===== src/rtl/mem_arb_pkg.sv =====
// Shared types and helpers for the arbitrated register array.
package mem_arb_pkg;

  // Controller modes: normal arbitrated access, or the init fill pass.
  typedef enum logic [0:0] {
    ST_IDLE = 1'b0,
    ST_INIT = 1'b1
  } state_e;

  localparam int NUM_REQ    = 2;
  localparam int DEF_WIDTH  = 32;
  localparam int DEF_DEPTH  = 16;
  localparam int DEF_ADDR_W = 5;

  // Addresses are zero-extended to this width before the range check.
  localparam int MAX_ADDR_W = 32;

  // Valid addresses are 1..depth; the compare is unsigned.
  function automatic logic addr_ok(input logic [MAX_ADDR_W-1:0] addr,
                                   input int unsigned           depth);
    return (addr != '0) && (addr <= depth);
  endfunction

endpackage


===== src/rtl/rr_arb2.sv =====
// Two-way round-robin arbiter. The grant is combinational; the flop
// remembers who won last so a tie goes to the other requester.
module rr_arb2
  import mem_arb_pkg::*;
(
  input  logic               clk,
  input  logic               reset_l,
  input  logic [NUM_REQ-1:0] req,
  input  logic               en,
  output logic [NUM_REQ-1:0] gnt
);

  // 1 = requester 1 was granted last, so requester 0 wins the next tie.
  logic r_last;

  // Pick the winner for this cycle; nothing is granted while disabled.
  always_comb begin
    // NOTE: assign a default before any branch so no path leaves gnt
    // unassigned, otherwise synthesis infers a latch.
    gnt = '0;
    if (en) begin
      unique case (req)
        2'b01:   gnt = 2'b01;
        2'b10:   gnt = 2'b10;
        2'b11:   gnt = r_last ? 2'b01 : 2'b10;
        default: gnt = 2'b00;
      endcase
    end
  end

  // Priority pointer moves only when something was actually granted.
  always_ff @(posedge clk) begin
    // NOTE: state flops use non-blocking assignments so every flop samples
    // the pre-edge values; blocking here would create order-dependent races.
    if (!reset_l) begin
      r_last <= 1'b1;
    end else if (|gnt) begin
      r_last <= gnt[1];
    end
  end

endmodule


===== src/rtl/mem_arb_ctrl.sv =====
// Register array shared by two round-robin requesters, with an init
// sequencer that fills mem[i] = i from the top entry down to entry 1.
module mem_arb_ctrl
  import mem_arb_pkg::*;
#(
  parameter int WIDTH  = DEF_WIDTH,
  parameter int DEPTH  = DEF_DEPTH,
  parameter int ADDR_W = DEF_ADDR_W
) (
  input  logic                       clk,
  input  logic                       reset_l,
  input  logic                       init_start,
  output logic                       init_busy,
  output logic                       init_done,
  input  logic [NUM_REQ-1:0]         req_valid,
  output logic [NUM_REQ-1:0]         req_ready,
  input  logic [NUM_REQ-1:0]         req_we,
  input  logic [NUM_REQ*ADDR_W-1:0]  req_addr,
  input  logic [NUM_REQ*WIDTH-1:0]   req_wdata,
  output logic [NUM_REQ-1:0]         rsp_valid,
  output logic [WIDTH-1:0]           rsp_rdata,
  output logic                       rsp_err
);

  // Array storage; index 0 is never used.
  logic [WIDTH-1:0]   r_mem [1:DEPTH];

  // Sequencer state and registered init status.
  state_e             r_state;
  logic [ADDR_W-1:0]  r_ptr;
  logic               r_init_busy;
  logic               r_init_done;

  // Response pipe, one cycle behind the grant.
  logic [NUM_REQ-1:0] r_rsp_valid;
  logic [WIDTH-1:0]   r_rsp_rdata;
  logic               r_rsp_err;

  // Selected access for this cycle.
  logic               w_arb_en;
  logic [NUM_REQ-1:0] w_gnt;
  logic               w_acc;
  logic               w_sel;
  logic               w_we;
  logic [ADDR_W-1:0]  w_addr;
  logic [WIDTH-1:0]   w_wdata;
  logic               w_addr_ok;

  // A fresh init request takes the cycle, so requests wait even in IDLE.
  assign w_arb_en = (r_state == ST_IDLE) && !init_start;

  rr_arb2 u_arb (
    .clk     (clk),
    .reset_l (reset_l),
    .req     (req_valid),
    .en      (w_arb_en),
    .gnt     (w_gnt)
  );

  assign w_acc     = |w_gnt;
  assign w_sel     = w_gnt[1];
  assign w_we      = req_we[w_sel];
  assign w_addr    = w_sel ? req_addr[2*ADDR_W-1:ADDR_W] : req_addr[ADDR_W-1:0];
  assign w_wdata   = w_sel ? req_wdata[2*WIDTH-1:WIDTH] : req_wdata[WIDTH-1:0];
  assign w_addr_ok = addr_ok(MAX_ADDR_W'(w_addr), DEPTH);

  // Init sequencer: load the pointer, count it down to 1, then pulse done.
  always_ff @(posedge clk) begin
    if (!reset_l) begin
      r_state     <= ST_IDLE;
      r_ptr       <= '0;
      r_init_busy <= 1'b0;
      r_init_done <= 1'b0;
    end else begin
      r_init_done <= 1'b0;
      case (r_state)
        ST_IDLE: begin
          if (init_start) begin
            r_state     <= ST_INIT;
            r_ptr       <= ADDR_W'(DEPTH);
            r_init_busy <= 1'b1;
          end
        end
        ST_INIT: begin
          r_ptr <= r_ptr - ADDR_W'(1);
          if (r_ptr == ADDR_W'(1)) begin
            r_state     <= ST_IDLE;
            r_init_busy <= 1'b0;
            r_init_done <= 1'b1;
          end
        end
        default: r_state <= ST_IDLE;
      endcase
    end
  end

  // Array write port: fill writes in INIT, granted in-range writes in IDLE.
  always_ff @(posedge clk) begin
    // NOTE: the array deliberately has no reset; contents survive reset and
    // a reset-capable memory would not map onto RAM resources.
    if (r_state == ST_INIT) begin
      r_mem[r_ptr] <= WIDTH'(r_ptr);
    end else if (w_acc && w_we && w_addr_ok) begin
      r_mem[w_addr] <= w_wdata;
    end
  end

  // Response pipe: strobe the winner, return read data or flag a bad address.
  always_ff @(posedge clk) begin
    if (!reset_l) begin
      r_rsp_valid <= '0;
      r_rsp_rdata <= '0;
      r_rsp_err   <= 1'b0;
    end else begin
      r_rsp_valid <= w_gnt;
      r_rsp_rdata <= '0;
      r_rsp_err   <= 1'b0;
      if (w_acc) begin
        if (!w_addr_ok) begin
          r_rsp_err <= 1'b1;
        end else if (!w_we) begin
          r_rsp_rdata <= r_mem[w_addr];
        end
      end
    end
  end

  assign req_ready = w_gnt;
  assign rsp_valid = r_rsp_valid;
  assign rsp_rdata = r_rsp_rdata;
  assign rsp_err   = r_rsp_err;
  assign init_busy = r_init_busy;
  assign init_done = r_init_done;

endmodule


===== config.mk =====
export PLATFORM = sky130hd
export DESIGN_NAME = mem_arb_ctrl
export DESIGN_NICKNAME = d
export VERILOG_FILES = /design/src/rtl/mem_arb_pkg.sv /design/src/rtl/rr_arb2.sv /design/src/rtl/mem_arb_ctrl.sv
export SDC_FILE = /design/constraint.sdc
export NUM_CORES = 1
export LEC_CHECK = 0
export CORE_UTILIZATION = 50
export DETAILED_ROUTE_END_ITERATION = 7
export HOLD_SLACK_MARGIN = 0.02
export PLACE_DENSITY_LB_ADDON = 0.25
export SLEW_MARGIN = 20
export SYNTH_ARGS = -nofsm -noshare
export SYNTH_HDL_FRONTEND = slang
export SYNTH_HIERARCHICAL = 1
export SYNTH_SLANG_ARGS = --single-unit

===== constraint.sdc =====
create_clock -name clk -period 8.9 [get_ports clk]
set_clock_uncertainty 0.05 [all_clocks]
set_input_delay 2.225 -clock clk [delete_from_list [all_inputs] [get_ports clk]]
set_output_delay 2.225 -clock clk [all_outputs]
set_load 0.01 [all_outputs]

Word level (Yosys, flattened, before mapping)
Memory sizes are Yosys's and may differ from the RTL's. A register that Yosys moved wholly into a read port is not among the register bits.
Index checks and enable logic that the tools add are counted.
Storage, ports and cells
  bits in registers: 12
  RAM bits: 512
  bits of input ports: 81
  word-level logic and storage cells: 58
  memories: 1
Cells by class
  $add $sub $neg: 1
  order comparisons: 2
  eq/ne operators: 6
  muxes and demuxes: 25
  bitwise operators: 4
  reduce and logical (&&, ||, !) cells: 12
Memories
  r_mem: words 16, width 32, rd ports 1, clocked after memory_dff 1, write ports 1, RTL line mem_arb_ctrl.sv:26  | logic [WIDTH-1:0] r_mem [1:DEPTH];
Operators with widths (number)
  32-bit 2-to-1 mux: 2
  32-bit OR reduction: 1
  5-bit 2-to-1 mux: 3
  1-bit 2-to-1 mux: 14
  5-bit one-hot mux with 2 select lines: 1
  2-bit one-hot mux with 3 select lines: 1
  2-bit AND reduction: 3
  5-bit by 1-bit == test with 1-bit output (second input constant): 1
  5-bit <= comparator (second input constant): 1
  5-bit nonzero test: 1
  5-bit by 1-bit subtractor with 5-bit output (second input constant): 1
  2-bit == test (second input constant): 2
  1-bit logical AND: 4
  2-bit 2-to-1 mux: 2
  1-bit NOT: 4
  1-bit one-hot mux with 2 select lines: 2
  4-bit OR reduction: 1
  2-bit by 1-bit == test with 1-bit output (second input constant): 1
  1-bit by 2-bit < comparator with 1-bit output (second input constant): 1
  2-bit by 1-bit != test with 1-bit output (second input constant): 1
  2-bit != test (second input constant): 1
  2-bit OR reduction: 1
  1-bit logical NOT: 1

Depth between registers and ports, before layout
  depth in word-level cells: 12
  depth in mapped cells: 13

Hierarchy
Netlist, hierarchy kept.
By module, submodules not included
  mem_arb_ctrl: times used 1, cells each 1159, area each 21700.8 sq um, sequential area each 16235.6 sq um
  rr_arb2: times used 1, cells each 8, area each 56.3 sq um, sequential area each 20.0 sq um

Least setup slack after synthesis
No wires, ideal clock.
  kind: input to register
  start point: input port init_start
  end point: memory r_mem[16][0] in the netlist's numbering (enable)
  setup time: 0.502 ns
  arrival time: 7.052 ns
  required time: 8.348 ns
  slack: 1.297 ns
  stages: 10
  cell sequence: nor2_1 -> nand2_1 -> a21oi_1 -> buf_6 -> mux2i_1 -> a21boi_1 -> mux2i_1 -> buf_2 -> mux2i_1 -> nor4_1
On the way
  cells in the longest elaborated chain, start to end: 12
Ends and longest elaborated chain
  start: declaration: RTL line mem_arb_ctrl.sv:12  | input logic init_start,
  1-bit logical NOT (*): RTL line mem_arb_ctrl.sv:50  | assign w_arb_en = (r_state == ST_IDLE) && !init_start;
  1-bit logical AND (*): RTL line mem_arb_ctrl.sv:50
  2-bit 2-to-1 mux (*): RTL line rr_arb2.sv:21  | if (en) begin
  named net req_ready[1]: RTL line mem_arb_ctrl.sv:16  | output logic [NUM_REQ-1:0] req_ready,
  5-bit 2-to-1 mux / 1-bit 2-to-1 mux (equally long branches): RTL line mem_arb_ctrl.sv:63, mem_arb_ctrl.sv:62
  5-bit <= comparator (tied with other cells): RTL line mem_arb_pkg.sv:21  | return (addr != '0) && (addr <= depth);
  1-bit logical AND, on equally long branches: RTL line mem_arb_pkg.sv:21, mem_arb_ctrl.sv:103
  1-bit logical AND: RTL line mem_arb_ctrl.sv:103  | end else if (w_acc && w_we && w_addr_ok) begin
  1-bit 2-to-1 mux: RTL line mem_arb_ctrl.sv:103
  1-bit 2-to-1 mux: RTL line mem_arb_ctrl.sv:101  | if (r_state == ST_INIT) begin
  1-bit 2-to-1 mux (implied by the code): RTL line mem_arb_ctrl.sv:104  | r_mem[w_addr] <= w_wdata;
  32-bit OR reduction (no line)
  5-bit 2-to-1 mux (no line) / 1-bit 2-to-1 mux (equally long branches)
  end: declaration: RTL line mem_arb_ctrl.sv:26
Mark *: on every way through the listed nets, which the timed path passes. The rest lies on a longest branch. The select of a mux whose other input is x is not followed.

Worst setup path after layout
  start point: input port init_start
  end point: output port req_ready[1]
On the way
  cells in the longest elaborated chain, start to end: 3
Ends and longest elaborated chain
  1-bit logical NOT: RTL line mem_arb_ctrl.sv:50
  1-bit logical AND: RTL line mem_arb_ctrl.sv:50
  named net w_arb_en: RTL line mem_arb_ctrl.sv:40  | logic w_arb_en;
  2-bit 2-to-1 mux: RTL line rr_arb2.sv:21
  end: declaration: RTL line mem_arb_ctrl.sv:16
The timed path passes the listed nets, and every way through them passes these cells.

==> run_results.csv <==
group,metric,value,unit
clock_network,tritoncts_buffers,55,
clock_network,maximum_clock_insertion_buffer_count,3,
critical_path,r2r_startpoint,"r_state",
synth,synth_cells,1167,
clock_network,tritoncts,"done",
clock_network,clkSinkCount,556,
critical_path,critical_path_class,"in2out",
synth,netlist_area,21800,µm²
clock_network,clk-insertion-delay-late,620,ps
clock_network,clkTransAtPathRegs,60,ps
timing,timing.final.max_slew_violations,0,
power_and_ir_drop,intPower,4.48,mW
critical_path,cpPeakStageDelay,620,ps
synth,synth_enable_flop_cells,512,
job,cap_viol_max_count,0,
timing,final_hold_viol_count,0,
layout,antenna-diode-count,0,
power_and_ir_drop,netSwitchingFraction,21.0,%
drt,detail_route.wirelength,46800,µm
critical_path,required,6630,ps
drt,route.antenna.remaining_nets,0,
floorplan,die_area,44400,µm²
synth,yosys_register_bits,556,
drt,dr.first_iter.drc_count,842,
synth,syn_area_per_cell,18.6,µm²
min_path,worstHoldEndpoint,"init_busy",
clock_network,cts-root-buf,"clkbuf_16",
timing,grt_setup_unrepaired,"no",
grt,grt_first_pass_wirelength,70800,µm
timing,measured_slew_at_the_worst_slew_check_pin,1090,ps
status,run_status,"completed",
critical_path,worst-r2r-setup-slack,4120,ps
synth,synth_top_flop_cell,"edfxtp_1",
placed_design,finalWeightedCongestion,0.774,
floorplan,top_level_ports,120,
power_and_ir_drop,power.ir.vdd_worst,168,µV
clock_network,h-tree-depth,2,
min_path,hold_path_depth,2,
layout,fin_nets,1402,
grt,grt.total_usage,21.8,%
min_path,min-delay-path-class,"reg2reg",
layout,multi_input_comb_area,5280,µm²
grt,grt_max_degree,92,
timing,tmin_final,7020,ps
layout,flip_flop_and_latch_area,16300,µm²
critical_path,critPathSlowestCell,"clkdlybuf4s50_1",
floorplan,fp.dieW,211,µm
min_path,worstHoldStart,"init_busy",
drt,vias_per_cell,5.73,
power_and_ir_drop,leakage,8.32,nW
layout,most-common-layout-cells,"512 x edfxtp_1, 167 x mux2i_1, 119 x clkdlybuf4s50_1",
power_and_ir_drop,p_comb_share,6.1,%
timing,setup_viol,0,
layout,final_layout_size_suffix_gt1_share,17.1,%
power_and_ir_drop,power_frac_clock,43.1,%
synth,postSynth.asyncResetShare,0,%
clock_network,cts_hold_buffers,0,
clock_network,post-cts-setup-buffers,0,
critical_path,worstPathArrival,4750,ps
critical_path,endpoint_of_the_worst_register_to_register_path,"r_mem[16][19]",
critical_path,worst_setup_path_start_kind,"input pin",
placed_design,placed_cell_area,23800,µm²
timing,max-slew-margin-rel,26.0,%
layout,final-instance-count-excl-fill,1951,
layout,fill_cells,3189,
drt,drc_errors,0,
critical_path,cpMostUsedCell,"clkdlybuf4s50_1",
placed_design,dpl.cell_count,1847,
timing,max_clock_freq,142,MHz
grt,grt_pass1_vias,11500,
floorplan,initial_core_util,50.6,%
power_and_ir_drop,power.switching,1.19,mW
floorplan,core_area,43000,µm²
critical_path,critical_path_peak_fanout,22,
synth,post_synth_num_cell_types,44,
synth,synth_net_count,1250,
critical_path,crit_path_cell_trace,"clkdlybuf4s50_1, nor2_1, nand2_1, a21oi_4, buf_4, clkdlybuf4s50_1",
floorplan,die-height,211,µm
critical_path,reg2reg_depth,10,
layout,area_delta_synth_final,18.3,%
drt,vias,11200,
critical_path,critical_path_buf_inv_count,3,
power_and_ir_drop,cellPowerDensity,220,nW/µm²
timing,timing.final.crit_share,78.9,%
drt,drt_pass1_iterations,5,
layout,layout.cell_area.non_filler,25700,µm²
grt,grt_overflow_total,0,
grt,antenna_found_initial,0,
clock_network,ctsResizeCount,0,
floorplan,standard_cell_row_count,76,
layout,layout.cells.most_common,"edfxtp_1",
placed_design,detailed_placer_s_ending_hpwl,26000,µm
synth,yosys_warnings,6,
timing,totalNegativeSetupSlack,0,ps
critical_path,cp-end-kind,"output pin",
placed_design,port_buffers,119,
power_and_ir_drop,sequentialPowerShare,50.9,%
synth,seq_area_frac_synth,74.7,%
critical_path,critical-path-top-delay-family,"buffers and inverters",
drt,route.detailed.wl_per_inst,24.0,µm
-- logic make-up after synthesis --
group / Yosys count / share of synthesized area [%]
and+or+nand+nor: 169 / 3.50
buffers and inverters: 72 / 1.93
DFF: 556 / 74.7
muxes: 234 / 14.5
xor gates and xnor gates: 1 / 0.0403
AOI/OAI and AO/OA: 133 / 5.24
adders and majority gates: 2 / 0.115
-- worst reg2reg max path, cell delays in order, from the launching register on --
cell and delay, ps:
dfxtp_1 410, nor2_1 430, nand2_1 200, a21oi_4 420, mux2i_1 380, a21oi_1 150, mux2i_4 870, buf_4 500
mux2i_1 230, nor4_2 220, buf_4 530
-- through the flow --
step	utilization (%)	hold WS (ps)	worst slack [ps]	total power, mW
3_5_place_dp	55.3	419	1920	3.28
6_report	59.9	425	1880	5.67
4_1_cts	59.8	432	1900	5.71
2_1_floorplan	-	411	1300	3.16
5_1_grt	59.9	445	1770	5.83
3_3_place_gp	55.3	411	1990	3.28
-- state kept, by name (all words and copies together) (netlist names) --
name / count
init_busy: 1
rsp_rdata: 32
r_mem: 512
rsp_err: 1
init_done: 1
r_state: 1
r_ptr: 5
rsp_valid: 2
u_arb/r_last: 1
-- synthesized netlist by cell type (11+ instances only) --
master | n | area (µm²)
dfxtp_1 | 44 | 881
nand2_1 | 82 | 308
o22a_1 | 66 | 578
edfxtp_1 | 512 | 15400
a41oi_1 | 24 | 210
a21oi_1 | 17 | 85.1
mux4_2 | 64 | 1440
nor2_1 | 45 | 169
buf_2 | 30 | 150
mux2i_1 | 168 | 1680
nor3_1 | 13 | 65.1
clkbuf_1 | 11 | 41.3
-- worst max-delay path by stage --
stage	startpoint	end	slack, ps	cells past startpoint
after global routing	init_start	req_ready[1]	1770	6
after detailed placement	init_start	req_ready[1]	1920	6
after CTS	init_start	req_ready[1]	1900	6
after floorplan	init_start	r_mem[16][0]	1300	10
final	init_start	req_ready[1]	1880	6
after global placement	init_start	req_ready[1]	1990	6
-- per-layer routing --
| metal | vias up | wire length (µm) | GRT usage (%) |
|---|---|---|---|
| met5 | - | 0 | 0 |
| met4 | 0 | 1040 | 6.50 |
| met3 | 78 | 2720 | 3.46 |
| met2 | 354 | 23400 | 36.1 |
| met1 | 5740 | 19700 | 29.9 |
| li1 | 5010 | - | - |
-- area by class of cell --
cell class | count | area share [%]
clock buffer | 78 | 6.04
clock inverter | 26 | 1.46
inverter | 8 | 0.117
multi-input combinational | 539 | 20.5
sequential | 556 | 63.2
tap | 585 | 2.84
timing repair buffer | 159 | 5.85
-- power groups by stage --
stage          Clock, mW  Combinational, mW  Sequential, mW
2_1_floorplan          0              0.220            2.94
3_3_place_gp           0              0.340            2.94
3_5_place_dp           0              0.344            2.94
4_1_cts             2.48              0.346            2.88
5_1_grt             2.57              0.370            2.89
6_report            2.44              0.344            2.88
Note: power is estimated with default switching activity, not from simulation.
